**src/rtl/fft_pkg.sv**
```systemverilog
// Shared types and constants for the FFT peak picker.
package fft_pkg;

    localparam int NFFT_DEFAULT = 4096;
    localparam int BIN_W        = $clog2(NFFT_DEFAULT);
    // DRAIN length; the last beat clears the magnitude pipeline and the
    // best register inside this window.
    localparam int DRAIN_CYCLES = 3;

    // One FFT bin as carried on the AXI-Stream data bus.
    typedef struct packed {
        logic signed [15:0] im;
        logic signed [15:0] re;
    } fft_beat_t;

    typedef logic [31:0] mag_t;

    typedef enum logic [1:0] {RECV, DRAIN, REPORT} peak_state_t;

    // Exact square of a signed 16-bit value; the largest result is 2^30.
    function automatic mag_t sq16(input logic signed [15:0] x);
        logic signed [31:0] xe;
        logic signed [31:0] p;
        xe = 32'(x);
        p  = xe * xe;
        return $unsigned(p);
    endfunction

endpackage

```
**src/rtl/fft_mag_sq.sv**
```systemverilog
// Two-stage re^2 + im^2 pipeline with valid and bin-index sideband.
module fft_mag_sq
    import fft_pkg::*;
#(
    parameter int BW = BIN_W
) (
    input  logic          clk_in,
    input  logic          rst_in,
    input  logic          beat_vld,
    input  fft_beat_t     beat,
    input  logic [BW-1:0] beat_bin,
    output logic          mag_vld,
    output mag_t          mag,
    output logic [BW-1:0] mag_bin
);

    localparam int STAGES = 2;

    // Stage k is occupied when vld_pipe[k] is set; stage 0 is the input.
    logic [STAGES:1] vld_pipe;
    mag_t            re_sq;
    mag_t            im_sq;
    logic [BW-1:0]   bin_s1;

    // Valid shift register; data stages only load on a valid tag.
    always_ff @(posedge clk_in or negedge rst_in) begin
        if (!rst_in) vld_pipe <= '0;
        else         vld_pipe <= {vld_pipe[STAGES-1:1], beat_vld};
    end

    // Stage 1: the two squares and the bin index.
    always_ff @(posedge clk_in or negedge rst_in) begin
        if (!rst_in) begin
            re_sq  <= '0;
            im_sq  <= '0;
            bin_s1 <= '0;
        end else if (beat_vld) begin
            re_sq  <= sq16(beat.re);
            im_sq  <= sq16(beat.im);
            bin_s1 <= beat_bin;
        end
    end

    // Stage 2: the sum, at most 2^31, so no carry out of 32 bits.
    always_ff @(posedge clk_in or negedge rst_in) begin
        if (!rst_in) begin
            mag     <= '0;
            mag_bin <= '0;
        end else if (vld_pipe[1]) begin
            mag     <= re_sq + im_sq;
            mag_bin <= bin_s1;
        end
    end

    assign mag_vld = vld_pipe[STAGES];

endmodule

```
**src/rtl/fft_peak_picker.sv**
```systemverilog
// Per-frame argmax of |X[k]|^2 over positive-frequency bins of the FFT stream.
module fft_peak_picker
    import fft_pkg::*;
#(
    parameter  int NFFT    = NFFT_DEFAULT,
    parameter  int MIN_BIN = 1,
    localparam int BW      = $clog2(NFFT)
) (
    input  logic          clk_in,
    input  logic          rst_in,
    input  logic          fft_out_valid,
    output logic          fft_out_ready,
    input  logic [31:0]   fft_out_data,
    input  logic          fft_out_last,
    output logic          peak_valid,
    output logic [BW-1:0] peak_bin,
    output logic [31:0]   peak_mag,
    output logic          frame_err
);

    localparam logic [BW-1:0] LAST_BIN = BW'(NFFT - 1);
    localparam logic [BW-1:0] MIN_L    = BW'(MIN_BIN);
    localparam logic [1:0]    DRAIN_LD = 2'(DRAIN_CYCLES - 1);

    peak_state_t   state;
    peak_state_t   state_nxt;
    logic [1:0]    drain_cnt;
    logic [BW-1:0] bin_cnt;
    logic          err_acc;
    fft_beat_t     beat;
    logic          accept;
    logic          at_end;
    logic          eof;
    logic          report_ld;

    logic          m_vld;
    mag_t          m_mag;
    logic [BW-1:0] m_bin;
    logic          eligible;

    mag_t          best_mag;
    logic [BW-1:0] best_bin;
    logic          best_seen;

    assign beat      = fft_beat_t'(fft_out_data);
    assign accept    = fft_out_valid && fft_out_ready;
    assign at_end    = (bin_cnt == LAST_BIN);
    // A frame ends on last or on the NFFT-th beat, whichever is first.
    assign eof       = accept && (fft_out_last || at_end);
    // Final DRAIN cycle: outputs load here so they are visible with peak_valid.
    assign report_ld = (state == DRAIN) && (drain_cnt == '0);

    // State register.
    always_ff @(posedge clk_in or negedge rst_in) begin
        if (!rst_in) state <= RECV;
        else         state <= state_nxt;
    end

    // Next state and ready; ready is held low while reset is asserted.
    always_comb begin
        state_nxt     = state;
        fft_out_ready = 1'b0;
        case (state)
            RECV: begin
                fft_out_ready = rst_in;
                if (eof) state_nxt = DRAIN;
            end
            DRAIN:   if (drain_cnt == '0) state_nxt = REPORT;
            REPORT:  state_nxt = RECV;
            default: state_nxt = RECV;
        endcase
    end

    // Fixed-length drain down-counter, loaded on the end-of-frame beat.
    always_ff @(posedge clk_in or negedge rst_in) begin
        if (!rst_in)                            drain_cnt <= '0;
        else if (state == RECV && eof)          drain_cnt <= DRAIN_LD;
        else if (state == DRAIN && drain_cnt != '0) drain_cnt <= drain_cnt - 2'd1;
    end

    // Beat counter: bin index of the next accepted beat.
    always_ff @(posedge clk_in or negedge rst_in) begin
        if (!rst_in)               bin_cnt <= '0;
        else if (state == REPORT)  bin_cnt <= '0;
        else if (accept)           bin_cnt <= bin_cnt + BW'(1);
    end

    // Sticky frame-length error: last on the wrong beat, or a missing last.
    always_ff @(posedge clk_in or negedge rst_in) begin
        if (!rst_in)                               err_acc <= 1'b0;
        else if (state == REPORT)                  err_acc <= 1'b0;
        else if (accept && (fft_out_last != at_end)) err_acc <= 1'b1;
    end

    fft_mag_sq #(.BW(BW)) u_mag_sq (
        .clk_in   (clk_in),
        .rst_in   (rst_in),
        .beat_vld (accept),
        .beat     (beat),
        .beat_bin (bin_cnt),
        .mag_vld  (m_vld),
        .mag      (m_mag),
        .mag_bin  (m_bin)
    );

    // Eligible: MIN_BIN <= bin < NFFT/2 (top index bit clear).
    assign eligible = (m_bin >= MIN_L) && !m_bin[BW-1];

    // Best tracker; strict compare keeps the lowest index on ties.
    always_ff @(posedge clk_in or negedge rst_in) begin
        if (!rst_in) begin
            best_mag  <= '0;
            best_bin  <= '0;
            best_seen <= 1'b0;
        end else if (state == REPORT) begin
            best_mag  <= '0;
            best_bin  <= '0;
            best_seen <= 1'b0;
        end else if (m_vld && eligible && (!best_seen || m_mag > best_mag)) begin
            best_mag  <= m_mag;
            best_bin  <= m_bin;
            best_seen <= 1'b1;
        end
    end

    // Output registers, held until the next report.
    always_ff @(posedge clk_in or negedge rst_in) begin
        if (!rst_in) begin
            peak_valid <= 1'b0;
            peak_bin   <= '0;
            peak_mag   <= '0;
            frame_err  <= 1'b0;
        end else begin
            peak_valid <= report_ld;
            if (report_ld) begin
                peak_bin  <= best_bin;
                peak_mag  <= best_mag;
                frame_err <= err_acc;
            end
        end
    end

endmodule
```
**config.mk**
```make
export PLATFORM = sky130hd
export DESIGN_NAME = fft_peak_picker
export DESIGN_NICKNAME = d
export VERILOG_FILES = /design/src/rtl/fft_pkg.sv /design/src/rtl/fft_mag_sq.sv /design/src/rtl/fft_peak_picker.sv
export SDC_FILE = /design/constraint.sdc
export NUM_CORES = 2
export LEC_CHECK = 0
export ABC_AREA = 0
export BUFFER_PORTS_ARGS = -buffer_cell sky130_fd_sc_hd__buf_4
export CAP_MARGIN = 20
export CORE_MARGIN = 4
export CORE_UTILIZATION = 33
export CTS_CLUSTER_SIZE = 24
export DETAILED_ROUTE_END_ITERATION = 10
export HOLD_SLACK_MARGIN = 0.1
export PLACE_DENSITY_LB_ADDON = 0.12
export SLEW_MARGIN = 20
export SYNTH_ARGS = -nofsm -noshare
export SYNTH_HDL_FRONTEND = slang
export SYNTH_SLANG_ARGS = --single-unit
```
**constraint.sdc**
```tcl
create_clock -name clk_in -period 3.6 [get_ports clk_in]
set_clock_uncertainty 0.15 [all_clocks]
set_input_delay 0.18 -clock clk_in [delete_from_list [all_inputs] [get_ports clk_in]]
set_output_delay 0.18 -clock clk_in [all_outputs]
set_load 0.05 [all_outputs]
```
Yosys cells after proc, flatten, opt, wreduce, memory -nomap -nowiden
Index checks and enable logic that the tools add are counted.

storage, ports and cells
  register bits after elaboration = 230
  latch bits = 0
  memory bits (writable) = 0
  memory bits (read-only) = 0
  input port bits = 36
  output and inout port bits = 47
  memories = 0

cells by class
  add/subtract/negate cells = 3
  multipliers = 2
  divide/modulo/power cells = 0
  order comparisons = 2
  eq/ne operators = 6
  shift-type cells = 0
  muxes and demuxes = 16
  bitwise gates (word level) = 0
  reduce and logical (&&, ||, !) cells = 21

operator list
  kind                                                                                   number
  16-bit by 16-bit multiplier with 32-bit output                                         2
  32-bit 2-to-1 mux                                                                      2
  12-bit 2-to-1 mux                                                                      4
  32-bit adder                                                                           1
  32-bit greater-than comparator                                                         1
  12-bit by 1-bit adder with 12-bit output (second input constant)                       1
  12-bit equality test (second input constant)                                           1
  12-bit by 1-bit greater-or-equal comparator with 1-bit output (second input constant)  1
  2-bit nonzero test                                                                     5
  1-bit logical AND                                                                      9
  2-bit 2-to-1 mux                                                                       4
  1-bit 2-to-1 mux                                                                       5
  2-bit logical NOT                                                                      2
  2-bit inequality test (second input constant)                                          2
  2-bit case mux with 2 select lines                                                     1
  2-bit by 1-bit equality test with 1-bit output (second input constant)                 1
  2-bit equality test (second input constant)                                            1
  1-bit logical NOT                                                                      2
  1-bit logical OR                                                                       2
  2-bit AND reduction                                                                    1
  2-bit by 1-bit subtractor with 2-bit output (second input constant)                    1
  1-bit inequality test                                                                  1

Longest topological paths before layout
  depth after elaboration = 6
  gate-level depth with buffers = 26

Modules after synthesis
A second synthesis with hierarchy kept.

second synthesis, totals
  cell total of the unflattened synthesis = 3036
  area, all modules = 29161.7 um^2

by module, submodules not included
  module           instances  cells each  area an instance (um^2)  seq. area each (um^2)
  fft_mag_sq       1          2471        23902.9                  3002.9
  fft_peak_picker  1          565         5258.8                   2702.6

Worst setup path before layout
OpenSTA, ideal clock, no wires.

  kind = input -> register
  start = input port fft_out_data[31]
  end = register u_mag_sq.im_sq[31]
  setup time = 0.133 ns
  arrival time = 5.810 ns
  required time = 3.317 ns
  slack = -2.494 ns
  cell stages on the path = 22
  path buffers = 2
  cell sequence = clkbuf_1 clkbuf_1 nand2_1 fa_1 inv_1 fa_1 fa_1 fa_1 fa_1 inv_1 fa_1 inv_1 ha_1 a21o_1 a21o_1 a21oi_1 o21ai_0 a22o_1 a311oi_1 a31oi_1 xnor2_1 o21ai_0

between the ends
  cells in the longest elaborated chain, start to end = 1

RTL lines
  what                                            RTL line               source
  from (decl)                                     fft_peak_picker.sv:13  input logic [31:0] fft_out_data,
  16-bit by 16-bit multiplier with 32-bit output  fft_pkg.sv:25          p = xe * xe;
  to (signal assigned)                            fft_mag_sq.sv:39       im_sq <= sq16(beat.im);
  to (decl)                                       fft_mag_sq.sv:22       mag_t im_sq;

Every way passes these cells.
A chain may end at the register's enable or synchronous reset.

Worst setup path in the final report
  start = input port fft_out_data[9]
  end = register u_mag_sq.re_sq[23]

between the ends
  cells in the longest elaborated chain, start to end = 1

RTL lines
  what                                            RTL line          source
  16-bit by 16-bit multiplier with 32-bit output  fft_pkg.sv:25
  to (signal assigned)                            fft_mag_sq.sv:38  re_sq <= sq16(beat.re);
  to (decl)                                       fft_mag_sq.sv:21  mag_t re_sq;

Every way passes these cells.

==> flow_summary_export.csv <==
group,metric,value,unit
worst_setup_path,timing.rr.end,"u_mag_sq.mag[21]$_DFFE_PN0P_",
worst_setup_path,worstPathRequired,3.87,ns
cells_and_area,layout.nets,4310,
detailed_routing,drtIter0Drc,834,
clocking,cts_tree,"done",
floorplan,core.rowCount,107,
clocking,clock_path_buffers,3,
clocking,clkSinkCount,228,
clocking,clk_latency,0.57,ns
placement,gp_congestion,0.8205,
min_path,hold_class,"in2reg",
worst_setup_path,worstPathMaxFanout,4,
worst_setup_path,r2r_start,"u_mag_sq.im_sq[3]$_DFFE_PN0P_",
placement,placed_cell_area,34010,um2
detailed_routing,routed_wl,70.83,mm
cells_and_area,num_antenna_cells,0,
synthesis,yosysTopAreaCell,"fa_1",
timing,finalSetupViolCount,49,
timing,fmax,0.1949,GHz
floorplan,dieArea,91250,um2
outcome,failed_checks,"setup timing",
synthesis,synth_top_area_share,32.69,%
worst_setup_path,slowest_stage,"fa_1",
detailed_routing,vias,21500,
global_routing,grt_antenna_before_repair,0,
synthesis,synth-edff-count,0,
clocking,cts-buffers-inserted,28,
synthesis,netlist_instances,3052,
clocking,cts_root_buffer,"clkbuf_16",
min_path,hold_depth,5,
worst_setup_path,worstPathArrival,5.40,ns
global_routing,grt_pass1_wl,119.6,mm
timing,setup_ws,-1.531,ns
floorplan,io_pins,83,
worst_setup_path,cpMostUsedCell,"fa_1",
min_path,min_from,"fft_out_data[17]",
detailed_routing,vias_per_cell,4.553,
cells_and_area,drive_above_1_share,27.82,%
global_routing,globalRouteMet3Util,1.084,%
global_routing,top_usage_layer,"met2",
detailed_routing,wire_per_inst,15.00,um
cells_and_area,multi_input_area,21330,um2
worst_setup_path,critical-path-max-stage-delay,0.56,ns
placement,place.port_buffers,82,
timing,relSlewSlack,39.46,%
timing,slew_violations,0,
floorplan,die_x,302.1,um
detailed_routing,first_pass_iters,6,
timing,rsz0062_at_grt,"true",
flow_run,max_cap_viol_count,0,
synthesis,synth_common_cells,"inv_1, fa_1, nand2_1",
synthesis,post-synth-top-count-cell,"inv_1",
clocking,htreeDepth,1,
synthesis,ys_async_sr_fraction,100.0,%
synthesis,synthesis.area,28540,um2
synthesis,synth_cell_types,67,
synthesis,avgSynthCellArea,9.351,um2
timing,post-route-period-util,142.5,%
worst_setup_path,crit_chain,"buf_12 -> buf_8 -> and2_4 -> fa_1 -> inv_1 -> fa_1 -> fa_1 -> fa_1 -> inv_2 -> fa_1 -> fa_1 -> ha_4 -> a21o_1 -> a21o_1 -> a41oi_2 -> o21a_1 -> o31ai_4 -> o21a_1 -> or3_1 -> a31o_2",
worst_setup_path,critical_path.top_delay_family,"adder cells",
outcome,status,"finished, violations left",
placement,hpwlAfterDp,58.99,mm
global_routing,track_usage,16.02,%
worst_setup_path,rrSetupSlack,0.27,ns
cells_and_area,fill_cells,8450,
synthesis,syn_nets,3803,
worst_setup_path,rr_worst_depth,10,
synthesis,ys_dominant_reg_cell,"dfrtp_1",
synthesis,yosysWarnings,0,
global_routing,grt_overflow,0,
synthesis,ys_seq_area_share,19.99,%
detailed_routing,drc,0,
cells_and_area,syn_to_final_growth,29.79,%
timing,min_period,5.131,ns
floorplan,initial_core_util,33.41,%
cells_and_area,regArea,5707,um2
global_routing,grt_max_degree,136,
floorplan,die_y,302.1,um
cells_and_area,design_area,37040,um2
global_routing,use_met2,29.17,%
min_path,whs_endpoint,"u_mag_sq.im_sq[2]$_DFFE_PN0P_",
floorplan,core,85410,um2
global_routing,grt_pass1_vias,23810,
synthesis,synth_area_leaders,"fa_1, dfrtp_1, ha_1",
worst_setup_path,cp-end-kind,"register",
detailed_routing,antenna_left,0,
timing,hold_viol_final,0,
clocking,clkTransAtPathRegs,0.05,ns
worst_setup_path,startpoint_type,"primary input",
worst_setup_path,path_buf_inv,4,
synthesis,synth_seq_cells,228,
worst_setup_path,critPathKind,"in2reg",
timing,tightest_slew,0.9082,ns
global_routing,grtUsageMet1,21.44,%
-- placed cells by master (no fill, tap or decap), drive strengths merged, types with 11 or more instances in the layout --
cell / synthesis / routed
a31oi: 11 / 11
inv: 701 / 695
a21o: 48 / 48
o21bai: 13 / 13
nand4: 17 / 17
xnor2: 85 / 85
nand2: 367 / 367
buf: 11 / 574
xor2: 36 / 36
nand2b: 12 / 12
o21ai: 158 / 158
nor2b: 13 / 13
clkbuf: 91 / 38
mux2: 32 / 32
and2: 73 / 73
and3: 11 / 11
nand3: 64 / 64
dfrtp: 228 / 228
nor2: 115 / 115
o21a: 11 / 11
ha: 249 / 249
a21oi: 128 / 128
fa: 466 / 466
-- metrics by stage --
step / setup TNS (ns) / instances / util [%] / worst slack, ns / hold WS (ns)
after detailed placement: -93.33 / 4596 / 39.82 / -2.333 / 0.2765
after floorplan: -67.33 / 3052 / - / -1.906 / -0.2656
after global routing: -65.01 / 4721 / 43.37 / -1.766 / 0.2044
after global placement: -91.85 / 4596 / 39.82 / -2.302 / 0.2632
final: -55.48 / 4721 / 43.37 / -1.531 / 0.2038
after CTS: -55.91 / 4699 / 42.60 / -1.515 / 0.2264
-- state kept, by name, summed over array words and instances (netlist names), 31 cells and up --
signal / cells
best_mag: 32
peak_mag: 32
u_mag_sq.mag: 32
u_mag_sq.im_sq: 31
u_mag_sq.re_sq: 31
-- logic make-up after synthesis --
family	after synthesis	share of synthesized area, %
DFF	228	19.99
AOI/OAI and AO/OA	426	8.940
xor gates and xnor gates	121	3.713
adders and majority gates	715	43.61
buffers and inverters	804	10.82
muxes	42	1.613
and+or+nand+nor	716	11.31
-- per-layer routing --
layer | vias up | part of all wire, % | wire length, um
met5 | - | 0 | 0
met4 | 0 | 1.3 | 921
met3 | 60 | 2.2 | 1592
met2 | 206 | 52 | 36540
met1 | 10790 | 45 | 31780
li1 | 10440 | - | -
-- worst register-to-register path: stages (launching register included) --
cell,delay (ns)
dfrtp_1,0.38
ha_1,0.32
a21oi_1,0.32
nor2_1,0.15
o21ai_0,0.21
nand3_1,0.27
a21oi_2,0.33
o211ai_1,0.21
a311oi_2,0.39
xnor2_1,0.17
mux2_2,0.29
-- repair_timing --
item                       CTS  global route
hold buffers                 4             0
gates resized for setup    259           119
cloned                       1             1
pin swaps                  178            85
buffers inserted            52            23
hold endpoints to repair   206             0
setup endpoints to repair   50            54
-- how the worst max path moves through the flow --
stage,startpoint,slack (ns),depth (start not counted),to
5_1_grt,fft_out_data[9],-1.77,24,u_mag_sq.re_sq[27]$_DFFE_PN0P_
3_3_place_gp,fft_out_data[30],-2.30,23,u_mag_sq.im_sq[31]$_DFFE_PN0P_
3_5_place_dp,fft_out_data[30],-2.33,21,u_mag_sq.im_sq[23]$_DFFE_PN0P_
2_1_floorplan,fft_out_data[8],-1.91,20,u_mag_sq.re_sq[23]$_DFFE_PN0P_
4_1_cts,fft_out_data[23],-1.51,23,u_mag_sq.im_sq[27]$_DFFE_PN0P_
6_report,fft_out_data[9],-1.53,20,u_mag_sq.re_sq[23]$_DFFE_PN0P_
-- layout make-up --
cell class | instances | area share [%]
Clock buffer | 37 | 2.037
Clock inverter | 11 | 0.3648
Inverter | 701 | 7.185
Multi-Input combinational cell | 2020 | 57.57
Sequential cell | 228 | 15.41
Tap cell | 1144 | 3.864
Timing Repair Buffer | 580 | 13.57
Power is left out: the tool's default activity adds up to more than one toggle a clock period on the data nets, which glitch-free logic cannot reach.
